[src/rtl/alu_flag_unit_pkg.sv]
// Shared encodings for the ALU status-flag unit: op codes, branch conditions,
// flag bit positions and the 4-bit flag vector type.
package alu_flag_pkg;

    localparam logic [3:0] OP_ADD  = 4'b0000;
    localparam logic [3:0] OP_CMP  = 4'b0001;
    localparam logic [3:0] OP_AND  = 4'b0010;
    localparam logic [3:0] OP_LAST = 4'b0111;
    localparam logic [3:0] OP_SUB  = 4'b1000;
    localparam logic [3:0] OP_1111 = 4'b1111;

    typedef enum logic [2:0] {
        COND_AL = 3'b000,
        COND_EQ = 3'b001,
        COND_NE = 3'b010,
        COND_CS = 3'b011,
        COND_CC = 3'b100,
        COND_MI = 3'b101,
        COND_GE = 3'b110,
        COND_LT = 3'b111
    } cond_e;

    localparam int FZ = 0;
    localparam int FC = 1;
    localparam int FN = 2;
    localparam int FV = 3;

    typedef logic [3:0] flags_t;

    // Logic/shift ops only report Z; the rest of the flags are cleared.
    function automatic logic is_logic_op(input logic [3:0] op);
        return ((op >= OP_AND) && (op <= OP_LAST)) || (op == OP_1111);
    endfunction

endpackage

[src/rtl/alu_flag_unit_if.sv]
// ALU-to-flag-unit bundle: update operands, flag-stack controls and status outputs.
// The slave side is the flag unit; the master side is the ALU/control driver.
interface alu_flag_unit_if #(parameter int N = 8);
    logic         upd_valid;
    logic [3:0]   op;
    logic [N-1:0] a;
    logic [N-1:0] b;
    logic [N-1:0] result;
    logic         c_out;
    logic         flag_load;
    logic [3:0]   flag_din;
    logic         push;
    logic         pop;
    logic         err_clr;
    logic [2:0]   cond;
    logic [3:0]   flags;
    logic         cond_true;
    logic         stk_full;
    logic         stk_empty;
    logic         stk_err;

    modport master (
        output upd_valid, op, a, b, result, c_out, flag_load, flag_din,
               push, pop, err_clr, cond,
        input  flags, cond_true, stk_full, stk_empty, stk_err
    );

    modport slave (
        input  upd_valid, op, a, b, result, c_out, flag_load, flag_din,
               push, pop, err_clr, cond,
        output flags, cond_true, stk_full, stk_empty, stk_err
    );
endinterface

[src/rtl/alu_flag_unit_flag_stack.sv]
// LIFO of flag vectors with push, pop and exchange (push+pop); one-cycle update.
// No backpressure: illegal push/pop leave the stack untouched and pulse err_o.
module flag_stack #(
    parameter int DEPTH = 4,
    parameter int W     = 4
) (
    input  logic         clk,
    input  logic         rst_n,
    input  logic         push_i,
    input  logic         pop_i,
    input  logic [W-1:0] din_i,
    output logic [W-1:0] top_o,
    output logic         full_o,
    output logic         empty_o,
    output logic         err_o
);
    localparam int CW = $clog2(DEPTH + 1);
    localparam int AW = (DEPTH > 1) ? $clog2(DEPTH) : 1;
    localparam logic [CW-1:0] DEPTH_C = CW'(DEPTH);

    logic [CW-1:0] cnt_q, cnt_d;
    logic [W-1:0]  mem_q [2**AW];
    logic          wr_en;
    logic [AW-1:0] wr_idx;
    logic [AW-1:0] top_idx;

    assign empty_o = (cnt_q == '0);
    assign full_o  = (cnt_q == DEPTH_C);
    assign top_idx = empty_o ? '0 : AW'(cnt_q - CW'(1));
    assign top_o   = mem_q[top_idx];

    always_comb begin
        cnt_d  = cnt_q;
        wr_en  = 1'b0;
        wr_idx = top_idx;
        err_o  = 1'b0;
        if (push_i && pop_i) begin
            // Exchange overwrites the top in place; an empty stack has no top to swap.
            if (empty_o) err_o = 1'b1;
            else         wr_en = 1'b1;
        end else if (push_i) begin
            if (full_o) begin
                err_o = 1'b1;
            end else begin
                wr_en  = 1'b1;
                wr_idx = AW'(cnt_q);
                cnt_d  = cnt_q + CW'(1);
            end
        end else if (pop_i) begin
            if (empty_o) err_o = 1'b1;
            else         cnt_d = cnt_q - CW'(1);
        end
    end

    always_ff @(posedge clk or negedge rst_n) begin
        if (!rst_n) cnt_q <= '0;
        else        cnt_q <= cnt_d;
    end

    always_ff @(posedge clk) begin
        if (wr_en) mem_q[wr_idx] <= din_i;
    end

endmodule

[src/rtl/alu_flag_unit.sv]
// Registered Z/C/N/V flags with save/restore stack and branch-condition evaluator.
// Flags update 1 cycle after a qualified op; cond_true is combinational; no backpressure.
module alu_flag_unit
    import alu_flag_pkg::*;
#(
    parameter int N          = 8,
    parameter int STK_DEPTH  = 4,
    parameter int SIGNED_CMP = 0
) (
    input  logic          clk,
    input  logic          rst_n,
    alu_flag_unit_if.slave bus
);
    flags_t flags_q, flags_d;
    flags_t upd_flags;
    logic   upd_hit;
    flags_t stk_top;
    logic   stk_empty, stk_full, stk_err_pulse;
    logic   stk_err_q, stk_err_d;

    flag_stack #(.DEPTH(STK_DEPTH), .W(4)) u_stack (
        .clk     (clk),
        .rst_n   (rst_n),
        .push_i  (bus.push),
        .pop_i   (bus.pop),
        .din_i   (flags_q),
        .top_o   (stk_top),
        .full_o  (stk_full),
        .empty_o (stk_empty),
        .err_o   (stk_err_pulse)
    );

    always_comb begin
        upd_hit   = 1'b1;
        upd_flags = flags_q;
        case (bus.op)
            OP_ADD: begin
                upd_flags[FC] = bus.c_out;
                upd_flags[FZ] = (bus.result == '0);
                upd_flags[FN] = bus.result[N-1];
                upd_flags[FV] = (bus.a[N-1] == bus.b[N-1]) && (bus.result[N-1] != bus.a[N-1]);
            end
            OP_CMP: begin
                upd_flags[FZ] = (bus.b == bus.a);
                upd_flags[FN] = (SIGNED_CMP != 0) ? ($signed(bus.b) > $signed(bus.a))
                                                  : (bus.b > bus.a);
                upd_flags[FC] = (bus.b < bus.a);
                upd_flags[FV] = 1'b0;
            end
            OP_SUB: begin
                upd_flags[FC] = bus.c_out;
                upd_flags[FZ] = (bus.result == '0);
                upd_flags[FN] = bus.result[N-1];
                upd_flags[FV] = (bus.a[N-1] != bus.b[N-1]) && (bus.result[N-1] != bus.a[N-1]);
            end
            default: begin
                if (is_logic_op(bus.op)) upd_flags = {3'b000, (bus.result == '0)};
                else                     upd_hit   = 1'b0;
            end
        endcase
    end

    // A pop owns the flag register this cycle even when it fails on an empty stack.
    always_comb begin
        flags_d = flags_q;
        if (bus.pop) begin
            if (!stk_empty) flags_d = stk_top;
        end else if (bus.flag_load) begin
            flags_d = bus.flag_din;
        end else if (bus.upd_valid && upd_hit) begin
            flags_d = upd_flags;
        end
    end

    assign stk_err_d = stk_err_pulse | (stk_err_q & ~bus.err_clr);

    always_ff @(posedge clk or negedge rst_n) begin
        if (!rst_n) begin
            flags_q   <= '0;
            stk_err_q <= 1'b0;
        end else begin
            flags_q   <= flags_d;
            stk_err_q <= stk_err_d;
        end
    end

    always_comb begin
        bus.cond_true = 1'b1;
        case (cond_e'(bus.cond))
            COND_AL: bus.cond_true = 1'b1;
            COND_EQ: bus.cond_true = flags_q[FZ];
            COND_NE: bus.cond_true = !flags_q[FZ];
            COND_CS: bus.cond_true = flags_q[FC];
            COND_CC: bus.cond_true = !flags_q[FC];
            COND_MI: bus.cond_true = flags_q[FN];
            COND_GE: bus.cond_true = (flags_q[FN] == flags_q[FV]);
            COND_LT: bus.cond_true = (flags_q[FN] != flags_q[FV]);
            default: bus.cond_true = 1'b1;
        endcase
    end

    assign bus.flags     = flags_q;
    assign bus.stk_full  = stk_full;
    assign bus.stk_empty = stk_empty;
    assign bus.stk_err   = stk_err_q;

endmodule

[src/flat_wrapper.sv]
// flat-port wrapper written by rule: the top's interface ports become plain ports
module alu_flag_unit_flat import alu_flag_pkg::*;
#(
    parameter int N          = 8,
    parameter int STK_DEPTH  = 4,
    parameter int SIGNED_CMP = 0
)
  (clk, rst_n, bus_upd_valid, bus_op, bus_a, bus_b, bus_result, bus_c_out, bus_flag_load, bus_flag_din, bus_push, bus_pop, bus_err_clr, bus_cond, bus_flags, bus_cond_true, bus_stk_full, bus_stk_empty, bus_stk_err);
  alu_flag_unit_if #(.N(N)) bus_i ();
  input  logic clk;
  input  logic rst_n;
  input wire logic [$bits(bus_i.upd_valid)-1:0] bus_upd_valid;
  input wire logic [$bits(bus_i.op)-1:0] bus_op;
  input wire logic [$bits(bus_i.a)-1:0] bus_a;
  input wire logic [$bits(bus_i.b)-1:0] bus_b;
  input wire logic [$bits(bus_i.result)-1:0] bus_result;
  input wire logic [$bits(bus_i.c_out)-1:0] bus_c_out;
  input wire logic [$bits(bus_i.flag_load)-1:0] bus_flag_load;
  input wire logic [$bits(bus_i.flag_din)-1:0] bus_flag_din;
  input wire logic [$bits(bus_i.push)-1:0] bus_push;
  input wire logic [$bits(bus_i.pop)-1:0] bus_pop;
  input wire logic [$bits(bus_i.err_clr)-1:0] bus_err_clr;
  input wire logic [$bits(bus_i.cond)-1:0] bus_cond;
  output wire logic [$bits(bus_i.flags)-1:0] bus_flags;
  output wire logic [$bits(bus_i.cond_true)-1:0] bus_cond_true;
  output wire logic [$bits(bus_i.stk_full)-1:0] bus_stk_full;
  output wire logic [$bits(bus_i.stk_empty)-1:0] bus_stk_empty;
  output wire logic [$bits(bus_i.stk_err)-1:0] bus_stk_err;
  assign bus_i.upd_valid = bus_upd_valid;
  assign bus_i.op = bus_op;
  assign bus_i.a = bus_a;
  assign bus_i.b = bus_b;
  assign bus_i.result = bus_result;
  assign bus_i.c_out = bus_c_out;
  assign bus_i.flag_load = bus_flag_load;
  assign bus_i.flag_din = bus_flag_din;
  assign bus_i.push = bus_push;
  assign bus_i.pop = bus_pop;
  assign bus_i.err_clr = bus_err_clr;
  assign bus_i.cond = bus_cond;
  assign bus_flags = bus_i.flags;
  assign bus_cond_true = bus_i.cond_true;
  assign bus_stk_full = bus_i.stk_full;
  assign bus_stk_empty = bus_i.stk_empty;
  assign bus_stk_err = bus_i.stk_err;
  alu_flag_unit #(.N(N), .STK_DEPTH(STK_DEPTH), .SIGNED_CMP(SIGNED_CMP)) u_core (.clk(clk), .rst_n(rst_n), .bus(bus_i));
endmodule
[config.mk]
export PLATFORM = sky130hd
export DESIGN_NAME = alu_flag_unit_flat
export DESIGN_NICKNAME = d
export VERILOG_FILES = /design/src/rtl/alu_flag_unit_pkg.sv /design/src/rtl/alu_flag_unit_if.sv /design/src/rtl/alu_flag_unit_flag_stack.sv /design/src/rtl/alu_flag_unit.sv /design/src/flat_wrapper.sv
export SDC_FILE = /design/constraint.sdc
export NUM_CORES = 1
export LEC_CHECK = 0
export CAP_MARGIN = 25
export CORE_UTILIZATION = 50
export DETAILED_ROUTE_END_ITERATION = 7
export PLACE_DENSITY = 0.86
export SKIP_LAST_GASP = 1
export SLEW_MARGIN = 20
export SYNTH_ARGS = -nofsm -noshare
export SYNTH_HDL_FRONTEND = slang
export SYNTH_SLANG_ARGS = --single-unit
[constraint.sdc]
create_clock -name clk -period 3.52 [get_ports clk]
set_input_delay 0.528 -clock clk [delete_from_list [all_inputs] [get_ports clk]]
set_output_delay 0.528 -clock clk [all_outputs]
set_load 0.005 [all_outputs]
==> out/metrics.cfg <==
[status]
status=finished, final reports clean

[timing]
finClkSkew_ps=7.32
max_slew_margin=0.651
rsz0062_at_grt=false
report.final.slew_viol_count=0
finalSetupViolCount=0
worstMarginPinSlew_ps=523
min_period_ps=2750
fmax_ghz=0.364
tns_ps=0
hold_violations=0
timing.final.crit_share=0.781

[final_layout]
instances_no_fill=250
area_growth_syn_to_layout_pct=37.6
antenna_cells=0
drive_above_1_share=0.0631
fin_area_sq_um=2190
fin_nets=262
layout_common_cells=clkdlybuf4s50_1, edfxtp_1, inv_1, a21oi_1
nFillCells=227
layout_commonest_cell=clkdlybuf4s50_1

[setup_path]
cp.arrival_ps=2220
crit_path_end_kind=output port
startpoint_type=register
critPathRequiredTime_ps=2990
worstSetupPathType=register to output port
r2r_cells=7
r2r_end=u_core.u_stack.mem_q[2][3]
setup.worst_path.start=u_core.u_stack.cnt_q[0]
rr_startpoint=u_core.u_stack.cnt_q[0]
crit_fanout=6
reg2reg_slack_ps=830

[global_route]
antenna_found_initial=0
gr-total-overflow=0
grt_max_degree=18
track_usage=0.253
grt_pass1_vias=1461
grt_pass1_wl_microns=6490

[clocking]
clock_path_buffers=2
clkTransAtPathRegs_ps=140
postCtsHoldBufs=0
root_buffer=clkbuf_4
clock-sinks=24
htreeDepth=1
post_cts_buffers=0
clock_latency_ps=340
cts_resized=0
tritoncts=done
numCtsBuffers=3

[drt]
vias=1435
drc=0
viasPerCell=5.74
drtPass1Iterations=4
postRouteAntennaNets=0
drt_iter0_drc=41
wl_microns=3880
routed_wire_length_per_instance_microns=15.5

[floorplanning]
rows=20
boundaryPins=51
die_width_microns=58.5
dieHeight_microns=58.5
die_area_sq_um=3420
start_util=0.526
core_sq_um=3030

[synthesis]
ys.warnings.count=0
synth_flop_cell=edfxtp_1
ys_seq_area_frac=0.427
synth_area_per_cell_sq_um=10.3
syn-cell-area_sq_um=1590
synthCells=155
synthesis.nets=210
synth_cell_types=41
async_reset_ff_frac=0.333
ys_ff_latch=24
synth_edf_count=16

[place]
placed_cell_area_sq_um=2140
port_buffers=50
gp_congestion=0.832
post-place-cells=246
hpwl_microns=3170

[flow_run]
drv_cap=0

[pwr]
vdd_drop_max_uv=207
cellLeakagePower_nw=0.881
p_total_w=0.00132
power_density_nw_per_um2=602

[worst_hold_path]
hp-class=input pin to asynchronous set/reset pin

-- cell type report --
type                       count  area [sq um]  area share
timing repair buffer          51           508       0.232
inverter                      13          48.8      0.0222
clock inverter                 1          30.0      0.0137
sequential                    24           681       0.310
tap                           44          55.1      0.0251
multi-input combinational    114           848       0.387
clock buffer                   3          22.5      0.0103
-- power breakdown --
group / leakage (nW) / total [W] / switching [W] / internal (W)
Combinational: 0.609 / 0.000602 / 0.000283 / 0.000319
Sequential: 0.245 / 0.000513 / 0.0000937 / 0.000419
Clock: 0.0279 / 0.000206 / 0.0000905 / 0.000115
Total: 0.881 / 0.00132 / 0.000467 / 0.000853
-- worst max path at each step --
stage,end,slack [ps],cells past startpoint
final,bus_stk_empty,770,4
after CTS,bus_stk_empty,770,4
after global placement,u_core.u_stack.mem_q[3][0],990,5
after detailed placement,u_core.u_stack.mem_q[2][0],870,7
after global routing,u_core.u_stack.mem_q[2][3],640,7
after floorplan,u_core.u_stack.mem_q[2][0],1260,7
-- cells in the mapped netlist (2+ instances only) --
| cell | instances | area [sq um] |
|---|---|---|
| a211oi_1 | 2 | 15.0 |
| a21oi_1 | 13 | 65.1 |
| a31oi_1 | 4 | 25.0 |
| a32o_1 | 3 | 30.0 |
| and4_1 | 2 | 17.5 |
| clkbuf_1 | 3 | 11.3 |
| dfrtp_1 | 8 | 200 |
| edfxtp_1 | 16 | 480 |
| ha_1 | 12 | 150 |
| inv_1 | 13 | 48.8 |
| mux2i_1 | 10 | 100 |
| nand2_1 | 12 | 45.0 |
| nand3_1 | 3 | 15.0 |
| nand3b_1 | 2 | 15.0 |
| nor2_1 | 12 | 45.0 |
| nor2b_1 | 4 | 25.0 |
| nor4_1 | 2 | 12.5 |
| o21ai_0 | 6 | 30.0 |
| o21ai_1 | 2 | 10.0 |
| o221ai_1 | 2 | 17.5 |
| xnor2_1 | 2 | 17.5 |
| xor2_1 | 3 | 26.3 |
-- worst max-delay path, cell delays in order (launching register included) --
cell	delay, ps
dfrtp_1	520
inv_1	140
ha_1	270
ha_1	390
clkdlybuf4s50_1	570
-- flip-flops by register name (all words and copies together) (netlist names) --
| register | count |
|---|---|
| u_core.u_stack.cnt_q | 3 |
| u_core.u_stack.mem_q | 16 |
| u_core.bus.stk_err | 1 |
| u_core.bus.flags | 4 |
-- routing by layer --
layer | global-route usage | part of all wire | up-vias
li1 | - | - | 679
met1 | 0.290 | 0.39 | 682
met2 | 0.453 | 0.54 | 63
met3 | 0.0418 | 0.045 | 11
met4 | 0.133 | 0.028 | 0
met5 | 0 | 0 | -
-- logic make-up after synthesis --
logic type | after synthesis | synth area share
and+or+nand+nor | 45 | 0.159
buffers and inverters | 17 | 0.0408
xor gates and xnor gates | 5 | 0.0275
AOI/OAI and AO/OA | 40 | 0.168
muxes | 12 | 0.0840
DFF | 24 | 0.427
adders and majority gates | 12 | 0.0942
-- through the flow --
step,setup WS (ps),util,hold slack (ps)
floorplan,1260,-,232
global placement,993,0.707,500
detailed placement,873,0.707,508
CTS,769,0.724,481
global route,636,0.724,492
finish,772,0.724,466
Note: power is estimated with default switching activity, not from simulation.
